$ cat src/rtl/big_adder_pkg.sv
// Shared constants and configuration check for the pipelined big adder.
package big_adder_pkg;
  localparam int DEF_WIDTH = 16;
  localparam int DEF_SEG_W = 4;
  localparam int DEF_NSEG  = DEF_WIDTH / DEF_SEG_W;

  function automatic bit cfg_ok(input int width, input int seg_w);
    return (seg_w >= 1) && (seg_w <= width) && ((width % seg_w) == 0);
  endfunction
endpackage

$ cat src/rtl/big_adder_seg.sv
// SEG_W-bit combinational ripple slice; cv[j] is the carry out of bit j.
module big_adder_seg
  import big_adder_pkg::*;
#(
  parameter int SEG_W = DEF_SEG_W
) (
  input  logic [SEG_W-1:0] a,
  input  logic [SEG_W-1:0] b,
  input  logic             ci,
  output logic [SEG_W-1:0] s,
  output logic             co,
  output logic [SEG_W-1:0] cv
);
  logic [SEG_W:0] c;

  always_comb begin
    c    = '0;
    s    = '0;
    c[0] = ci;
    for (int j = 0; j < SEG_W; j++) begin
      s[j]   = a[j] ^ b[j] ^ c[j];
      c[j+1] = (a[j] & b[j]) | (c[j] & (a[j] ^ b[j]));
    end
  end

  assign cv = c[SEG_W:1];
  assign co = c[SEG_W];
endmodule

$ cat src/rtl/big_adder_pipe.sv
// Pipelined add/subtract, one SEG_W-bit ripple segment per stage, valid/ready with global stall.
// Define BIG_ADDER_CARRY_VEC_EN to export the per-bit carry vector aligned with so.
module big_adder_pipe
  import big_adder_pkg::*;
#(
  parameter int WIDTH = DEF_WIDTH,
  parameter int SEG_W = DEF_SEG_W
) (
  input  logic             clk,
  input  logic             rst_n,
  input  logic             in_valid,
  output logic             in_ready,
  input  logic [WIDTH-1:0] a_in,
  input  logic [WIDTH-1:0] b_in,
  input  logic             sub_in,
  input  logic             c_in,
  output logic             out_valid,
  input  logic             out_ready,
  output logic [WIDTH-1:0] so,
  output logic             c_out,
  output logic             ovf_out
`ifdef BIG_ADDER_CARRY_VEC_EN
  ,
  output logic [WIDTH-1:0] carry_vec
`endif
);
  localparam int NSEG = WIDTH / SEG_W;

  if (!cfg_ok(WIDTH, SEG_W)) begin : g_cfg_err
    $error("big_adder_pipe: WIDTH must be a positive multiple of SEG_W");
  end

  logic                         adv;
  logic [NSEG-1:0]              vld_pipe;
  logic [NSEG-1:0][WIDTH-1:0]   a_q, b_q, s_q, a_d, b_d, s_d;
  logic [NSEG-1:0]              c_q, c_d;
  logic                         ovf_q, ovf_d;
`ifdef BIG_ADDER_CARRY_VEC_EN
  logic [NSEG-1:0][WIDTH-1:0]   cv_q, cv_d;
`endif

  assign out_valid = vld_pipe[NSEG-1];
  assign adv       = !out_valid || out_ready;
  assign in_ready  = adv;

  for (genvar k = 0; k < NSEG; k++) begin : g_stg
    localparam int LO = k * SEG_W;
    // Operand bits at and below this segment are consumed here; only higher bits travel on.
    localparam logic [WIDTH-1:0] HI_MASK = {WIDTH{1'b1}} << ((k + 1) * SEG_W);

    logic [WIDTH-1:0] sa, sb, ss;
    logic             sc;
    logic [SEG_W-1:0] seg_s, seg_cv;
    logic             seg_co;
`ifdef BIG_ADDER_CARRY_VEC_EN
    logic [WIDTH-1:0] scv;
`endif

    if (k == 0) begin : g_first
      assign sa = a_in;
      assign sb = b_in ^ {WIDTH{sub_in}};
      assign ss = '0;
      assign sc = sub_in | c_in;
`ifdef BIG_ADDER_CARRY_VEC_EN
      assign scv = '0;
`endif
    end else begin : g_next
      assign sa = a_q[k-1];
      assign sb = b_q[k-1];
      assign ss = s_q[k-1];
      assign sc = c_q[k-1];
`ifdef BIG_ADDER_CARRY_VEC_EN
      assign scv = cv_q[k-1];
`endif
    end

    big_adder_seg #(.SEG_W(SEG_W)) u_seg (
      .a  (sa[LO +: SEG_W]),
      .b  (sb[LO +: SEG_W]),
      .ci (sc),
      .s  (seg_s),
      .co (seg_co),
      .cv (seg_cv)
    );

    // Bits above the resolved range are still zero, so OR-ing in the new segment is exact.
    assign a_d[k] = sa & HI_MASK;
    assign b_d[k] = sb & HI_MASK;
    assign s_d[k] = ss | (WIDTH'(seg_s) << LO);
    assign c_d[k] = seg_co;
`ifdef BIG_ADDER_CARRY_VEC_EN
    assign cv_d[k] = scv | (WIDTH'(seg_cv) << LO);
`else
    logic unused_cv;
    assign unused_cv = ^seg_cv;
`endif

    if (k == NSEG - 1) begin : g_last
      // a^b^s at the MSB recovers the carry into it.
      assign ovf_d = sa[WIDTH-1] ^ sb[WIDTH-1] ^ seg_s[SEG_W-1] ^ seg_co;
    end
  end

  // The last stage has no further segments, so its operand copy is dead.
  logic unused_tail;
  assign unused_tail = ^{a_q[NSEG-1], b_q[NSEG-1]};

  always_ff @(posedge clk or negedge rst_n) begin
    if (!rst_n) begin
      vld_pipe <= '0;
      a_q      <= '0;
      b_q      <= '0;
      s_q      <= '0;
      c_q      <= '0;
      ovf_q    <= 1'b0;
`ifdef BIG_ADDER_CARRY_VEC_EN
      cv_q     <= '0;
`endif
    end else if (adv) begin
      for (int k = NSEG - 1; k > 0; k--) vld_pipe[k] <= vld_pipe[k-1];
      vld_pipe[0] <= in_valid;
      a_q         <= a_d;
      b_q         <= b_d;
      s_q         <= s_d;
      c_q         <= c_d;
      ovf_q       <= ovf_d;
`ifdef BIG_ADDER_CARRY_VEC_EN
      cv_q        <= cv_d;
`endif
    end
  end

  assign so      = s_q[NSEG-1];
  assign c_out   = c_q[NSEG-1];
  assign ovf_out = ovf_q;
`ifdef BIG_ADDER_CARRY_VEC_EN
  assign carry_vec = cv_q[NSEG-1];
`endif
endmodule

$ cat config.mk
export PLATFORM = sky130hd
export DESIGN_NAME = big_adder_pipe
export DESIGN_NICKNAME = d
export VERILOG_FILES = /design/src/rtl/big_adder_pkg.sv /design/src/rtl/big_adder_seg.sv /design/src/rtl/big_adder_pipe.sv
export SDC_FILE = /design/constraint.sdc
export NUM_CORES = 1
export LEC_CHECK = 0
export BUFFER_PORTS_ARGS = -buffer_cell sky130_fd_sc_hd__buf_2
export CAP_MARGIN = 20
export CELL_PAD_IN_SITES_DETAIL_PLACEMENT = 1
export CELL_PAD_IN_SITES_GLOBAL_PLACEMENT = 1
export CORE_ASPECT_RATIO = 0.5
export CORE_MARGIN = 4
export CORE_UTILIZATION = 40
export DETAILED_ROUTE_END_ITERATION = 10
export MAX_ROUTING_LAYER = met4
export PLACE_DENSITY = 0.72
export RECOVER_POWER = 25
export SLEW_MARGIN = 0
export SYNTH_ARGS = -nofsm -noshare
export SYNTH_HDL_FRONTEND = slang
export SYNTH_SLANG_ARGS = --single-unit
$ cat constraint.sdc
create_clock -name clk -period 3.1 [get_ports clk]
set_clock_uncertainty 0.15 [all_clocks]
set_input_delay 0.465 -clock clk [delete_from_list [all_inputs] [get_ports clk]]
set_output_delay 0.465 -clock clk [all_outputs]
set_load 0.01 [all_outputs]
==> metrics.md, run 1 <==
| Metric | Value |
|---|---|
| Top-level port count | 58 |
| Die H | 81.2 um |
| Hold Path Class | in -> reg |
| Fin crit period | 2.97 ns |
| CTS Buf Count | 9 |
| Number of fill cells | 1045 |
| Proportion of synthesized area in mux cells | 22.6% |
| Largest net degree at the start of global routing | 98 |
| WP data arrival | 3.05 ns |
| Post-Syn Area per Cell | 15.2 um^2 |
| Final antenna-violating net count | 0 |
| Area contributors post-synth | dfrtp_1, mux2_2, fa_1 |
| DP HPWL | 5.51 mm |
| CP cell instances | fa_1 -> inv_1 -> fa_1 -> inv_1 -> fa_1 -> inv_1 -> fa_1 -> xor3_1 -> mux2_4 |
| Worst-margin pin slew | 2.32 ns |
| Routed len/inst | 16.1 um |
| Max_cap viols | 1 |
| Outcome | finished, violations left |
| Final setup violation count | 0 |
| Gpl congestion | 0.699 |
| Yosys Warn Count | 0 |
| Seq/Total Area, Yosys | 56.6% |
| Syn Nets | 337 |
| Residual DRC | 0 |
| Slowest stage delay, CP | 0.46 ns |
| Fmax achieved | 337 MHz |
| Die width | 154 um |
| Initial detailed-routing violation count | 69 |
| WP buf/inv | 3 |
| Via Count | 2274 |
| Initial DRT Pass Iterations | 3 |
| Clock sinks | 97 |
| Unique masters post-synth | 20 |
| Core Util, Final | 48.2% |
| Initial Util | 41.6% |
| Maximum vdd drop | 0.338 mV |
| Switching share of power | 30.8% |
| Synth Area in XOR/XNOR | 3.82% |
| Vias in the first global route | 2626 |
| P_leak | 2.26 nW |
| Psw | 0.00155 W |
| Violated checks | max-capacitance violations, max-slew violations |
| Sum Neg Setup Slack | 0 ns |
| TritonCTS clock tree | done |
| Die area | 12500 um^2 |
| Post-CTS Setup Repair Bufs | 0 |
| Delay-heaviest family, CP | adder cells |
| Avg Vias per Cell | 4.70 |
| CTS H-tree lvls | 3 |
| Synth Area in Compound Gates | 2.07% |
| WS Path Type | reg -> reg |
| GRT Total Usage | 14.0% |
| First-pass GRT wire length | 13.2 mm |
| Synth Area in Simple Gates | 2.48% |
| Remaining Overflow, GRT | 0 |
| CP most frequent cell | fa_1 |
| Reg clk slew, reported paths | 0.06 ns |
| Power density cells | 1020 nW/um^2 |
| Top-area cell type share of the netlist area | 56.6% |
| Largest area contributor in the netlist | dfrtp_1 |
| PnR Total Power | 0.00505 W |
| Layout area overhead | 16.0% |
| Data required, critical path | 3.17 ns |
| RSZ-0062 raised after global routing | no |
| Share of cells above drive strength 1 | 48.8% |
| Post-CTS sizing | 0 |
| Hold Fails Final Rpt | 0 |
| Critical Path End Type | flip-flop |
| NumNets Final | 395 |
| Pint | 0.00350 W |
| Synth Area in Adders | 7.76% |
| Reg power frac | 43.1% |
| Slew Limit Fails | 98 |
| Crit path max fanout | 2 |
| Fin crit share | 95.9% |
| Drt total wl | 7.79 mm |
| Comb power frac | 37.1% |
| Max Root-Sink Buffers | 2 |
| IO Port Bufs | 57 |
| Startpoint types | flip-flop |
| CP max-delay cell | fa_1 |
| Mapped Cells | 282 |
| Clock network power share | 19.9% |
| Final worst slack | 0.128 ns |
| Ant diodes | 0 |
| Hold_buf cts | 0 |
| Mapped Area | 4290 um^2 |
| #FFs+latches synth | 97 |
| Largest family of logic cells by synthesized area | multiplexers |
| Core box area | 10300 um^2 |
| Worst rel slew slack | -54.4% |
| CTS root buf | clkbuf_16 |
| Row count | 26 |
| Clk_lat worst skew | 0.34 ns |
| Initial antenna violation count | 0 |
| Setup slack at placement | 0.153 ns |
[through the flow]
step / cells / cell area (um^2) / hold slack (ns)
6_report: 484 / 4970 / 0.200
5_1_grt: 484 / 4970 / 0.195
4_1_cts: 484 / 4990 / 0.0447
3_5_place_dp: 469 / 4720 / 0.304
3_3_place_gp: 469 / 4720 / 0.292
2_1_floorplan: 282 / 4290 / 0.0194
[kinds of logic after synthesis]
| kind of cell | Yosys count |
|---|---|
| flip-flops | 97 |
| multiplexers | 85 |
| buffers and inverters | 41 |
| XOR/XNOR | 17 |
| adder cells (fa/ha/maj) | 17 |
| AND/OR/NAND/NOR | 14 |
| AO/OA/AOI/OAI | 11 |
[final cells by class]
class	count	area [um^2]	share of cell area [%]
Clock buffer	12	246	4.96
Inverter	26	97.6	1.96
Clock inverter	3	17.5	0.352
Multi-Input combinational cell	144	1660	33.4
Sequential cell	97	2430	48.8
Tap cell	140	175	3.52
Timing Repair Buffer	62	348	6.99
[cell usage in the layout, fill, tap and decap left out, drive strengths merged]
master and instances:
fa 16, a21oi 11, clkinv 2, mux2 83, xnor2 4, inv 26, dfrtp 97, ha 1
nor2 1, clkbuf 14, xor3 1, xor2 12, clkinvlp 1, mux2i 2, nand2b 2, nor3b 11
buf 60
[worst paths after layout]
check                                            start  cells after the start                     endpoint  slack (ns)
min in group asynchronous                        rst_n                      2  g_stg[1].sb[10]$_DFFE_PN0P_        0.78
hold / removal                                a_in[15]                      2  g_stg[1].sa[15]$_DFFE_PN0P_        0.20
hold reg to reg                vld_pipe[2]$_DFFE_PN0P_                      1      vld_pipe[3]$_DFFE_PN0P_        0.31
max in group asynchronous                        rst_n                      2           c_q[0]$_DFFE_PN0P_        0.66
setup reg to reg           g_stg[3].sa[12]$_DFFE_PN0P_                      9          ovf_out$_DFFE_PN0P_        0.13
setup / recovery           g_stg[3].sa[12]$_DFFE_PN0P_                      9          ovf_out$_DFFE_PN0P_        0.13
[metal layers]
metal,share of wire (%),track usage [%],wire [um]
met1,45,16.7,3510
met2,50,23.5,3890
met3,3.6,4.10,282
met4,1.4,4.23,106
met5,0,-,0
[registers in the layout (all words and copies together), names as in the netlist]
signal and cells:
g_stg.sa 24, g_stg.sb 24, g_stg.ss 24, so 16
c_q 4, vld_pipe 4, ovf_out 1
[power by group through the flow]
stage,Sequential (W),Clock (W),Combinational (W)
after floorplan,0.00215,0,0.00140
after global placement,0.00217,0,0.00179
after detailed placement,0.00221,0,0.00191
after CTS,0.00218,0.00104,0.00192
after global routing,0.00226,0.00110,0.00208
final,0.00217,0.00100,0.00187
[worst reg2reg max path: stages, from the launching register on]
cell and delay, ns:
dfrtp_1 0.40, fa_1 0.44, inv_1 0.08, fa_1 0.17
inv_1 0.06, fa_1 0.36, inv_1 0.09, fa_1 0.46
xor3_1 0.39, mux2_4 0.26
[cells in the mapped netlist]
library cell  count
mux2_2           79
a21oi_2           9
nand2b_4          1
buf_2             8
a21oi_1           2
ha_1              1
inv_1            26
buf_6             4
xor2_1           12
mux2_4            4
xor3_1            1
clkbuf_1          2
nor3b_1          11
buf_4             1
xnor2_1           4
dfrtp_1          97
nor2_1            1
nand2b_1          1
fa_1             16
mux2i_1           2
Power figures use the tool's default switching activity.
==> inputs of run 2 (changes only) <==
RECOVER_POWER = not set   (was 25)
==> run 2 against run 1 <==
The flow now finishes without violations. Largest cell class unchanged. Maximum frequency about the same. Core utilization increased by 0.15 points. Hold slack got worse by 0.17 ns. Combinational power barely moved. Global-route usage did not move. Final cell count unchanged. Sequential cell count is the same. Largest power group unchanged. Sequential power hardly changed.
==> metrics.md, run 2 (synthesis gave the netlist of run 1 again) <==
| Metric | Value |
|---|---|
| Worst R2R End | ovf_out$_DFFE_PN0P_ |
| Ant diodes | 0 (unchanged) |
| Initial antenna violation count | 0 (unchanged) |
| Min Hold Slack | 0.0275 ns (-0.172 ns) |
| TritonCTS clock tree | done |
| Comb power frac | 37.1% (about the same) |
| Share of cells above drive strength 1 | 48.8% (unchanged) |
| Layout area overhead | 16.4% |
| NumNets Final | 395 (unchanged) |
| Largest net degree at the start of global routing | 98 (unchanged) |
| Dpl cell area | 4720 um^2 (unchanged) |
| Clk_lat worst skew | 0.34 ns (about the same) |
| Max_cap viols | 0 (-1) |
| Initial DRT Pass Iterations | 4 (+1) |
| Core box area | 10300 um^2 (unchanged) |
| Fmax achieved | 337 MHz (about the same) |
| Maximum vdd drop | 0.339 mV (+0.37%) |
| Power density cells | 1010 nW/um^2 (-0.19%) |
| Vias in the first global route | 2626 (unchanged) |
| WP buf/inv | 3 (unchanged) |
| Post-route cell area | 4990 um^2 (+0.30%) |
| Gpl congestion | 0.699 (unchanged) |
| Residual DRC | 0 (unchanged) |
| Worst-margin pin slew | 0.534 ns (-1.78 ns) |
| CP cell instances | fa_1 -> inv_1 -> fa_1 -> inv_1 -> fa_1 -> inv_1 -> fa_1 -> xor3_1 -> mux2_4 |
| Die width | 154 um (unchanged) |
| First-pass GRT wire length | 13.2 mm (unchanged) |
| Worst rel slew slack | 64.4% (+120 points) |
| CP most frequent cell | fa_1 |
| Initial detailed-routing violation count | 78 (+13%) |
| Psw | 0.00156 W (+0.26%) |
| Fin crit period | 2.97 ns (-0.0000130 ns) |
| Flop-to-flop setup slack | 0.13 ns (about the same) |
| Final antenna-violating net count | 0 (unchanged) |
| Critical Path End Type | flip-flop |
| Via Count | 2265 (-0.40%) |
| Drt total wl | 7.82 mm (+0.35%) |
| Reg clk slew, reported paths | 0.06 ns (about the same) |
| Most frequent cells in the layout | dfrtp_1, mux2_2, buf_2, inv_1, fa_1 |
| Outcome | completed |
| Reg2reg start | g_stg[3].sa[12]$_DFFE_PN0P_ |
| RSZ-0062 raised after global routing | no |
| CP max-delay cell | fa_1 |
| Origin of the worst setup path | g_stg[3].sa[12]$_DFFE_PN0P_ |
| Slew Limit Fails | 0 (-100%) |
| Post-CTS sizing | 0 (unchanged) |
| CTS root buf | clkbuf_16 |
| Row count | 26 (unchanged) |
| Avg Vias per Cell | 4.68 (-0.40%) |
| Number of fill cells | 1043 (-0.19%) |
| Max Root-Sink Buffers | 2 (unchanged) |
| Worst R2R Path Depth | 9 (unchanged) |
| Startpoint types | flip-flop |
| Clock sinks | 97 (unchanged) |
| Die H | 81.2 um (unchanged) |
| WS Path Type | reg -> reg |
| Slowest stage delay, CP | 0.46 ns (about the same) |
| WP data arrival | 3.05 ns (about the same) |
| Routed len/inst | 16.2 um (+0.35%) |
| Most common library cell in the layout ignoring fill and taps | dfrtp_1 |
| Finished Layout Cells | 484 (unchanged) |
| Core Util, Final | 48.4% (+0.15 points) |
| Die area | 12500 um^2 (unchanged) |
| Data required, critical path | 3.17 ns (about the same) |
| DP HPWL | 5.51 mm (unchanged) |
| Reg power frac | 43.0% (about the same) |
| Top-level port count | 58 (unchanged) |
| Sum Neg Setup Slack | 0 ns (unchanged) |
| P_leak | 2.26 nW (+0.24%) |
| Delay-heaviest family, CP | adder cells |
| Pint | 0.00350 W (about the same) |
| Hold Path Class | in -> async |
| Fin crit share | 95.9% (about the same) |
| IO Port Bufs | 57 (unchanged) |
| Initial Util | 41.6% (unchanged) |
| Hold_buf cts | 0 (unchanged) |
| CTS H-tree lvls | 3 (unchanged) |
| Remaining Overflow, GRT | 0 (unchanged) |
| Post-CTS Setup Repair Bufs | 0 (unchanged) |
| GRT Total Usage | 14.0% (unchanged) |
| Clock network power share | 19.9% (about the same) |
| Hold Fails Final Rpt | 0 (unchanged) |
| Final setup violation count | 0 (unchanged) |
| CTS Buf Count | 9 (unchanged) |
| Placed cell count | 469 (unchanged) |
| Crit path max fanout | 2 (unchanged) |
| Switching share of power | 30.8% (+0.044 points) |
[run 2: cell type report]
class                           count  area [um^2]  share of cell area [%]
Sequential cell                    97         2430                    48.7
Multi-Input combinational cell    144         1660                    33.3
Timing Repair Buffer               62          363                    7.27
Clock buffer                       12          246                    4.94
Tap cell                          140          175                    3.51
Inverter                           26         97.6                    1.96
Clock inverter                      3         17.5                   0.351
[run 2: per-layer routing]
layer	wire, um	share of wire, %	vias up	global-route usage (%)
met3	282	3.6	10	4.10
li1	-	-	1047	-
met5	0	0	-	-
met2	3890	50	31	23.5
met4	99	1.3	0	4.23
met1	3550	45	1177	16.7
[run 2: power by group through the flow]
| stage | registers, W | clock network [W] | logic (W) |
|---|---|---|---|
| 2_1_floorplan | 0.00215 | 0 | 0.00140 |
| 3_3_place_gp | 0.00217 | 0 | 0.00179 |
| 3_5_place_dp | 0.00221 | 0 | 0.00191 |
| 4_1_cts | 0.00218 | 0.00104 | 0.00192 |
| 5_1_grt | 0.00226 | 0.00110 | 0.00209 |
| 6_report | 0.00217 | 0.00100 | 0.00188 |
[run 2: worst max path at each step]
stage	endpoint	slack (ns)	cells past startpoint
2_1_floorplan	g_stg[1].ss[3]$_DFFE_PN0P_	0.16	11
3_3_place_gp	ovf_out$_DFFE_PN0P_	0.24	9
3_5_place_dp	ovf_out$_DFFE_PN0P_	0.15	9
4_1_cts	ovf_out$_DFFE_PN0P_	0.12	9
5_1_grt	ovf_out$_DFFE_PN0P_	0.02	9
6_report	ovf_out$_DFFE_PN0P_	0.13	9
[run 2: worst reg2reg max path: stages (launching register included)]
cell and delay [ns]:
dfrtp_1 0.40, fa_1 0.44, inv_1 0.08, fa_1 0.17, inv_1 0.06, fa_1 0.36, inv_1 0.09, fa_1 0.46
xor3_1 0.39, mux2_4 0.26
[run 2: metrics by stage]
stage	total power [W]	setup slack, ns
2_1_floorplan	0.00356	0.163
3_3_place_gp	0.00396	0.240
3_5_place_dp	0.00412	0.153
4_1_cts	0.00514	0.122
5_1_grt	0.00544	0.0153
6_report	0.00506	0.128
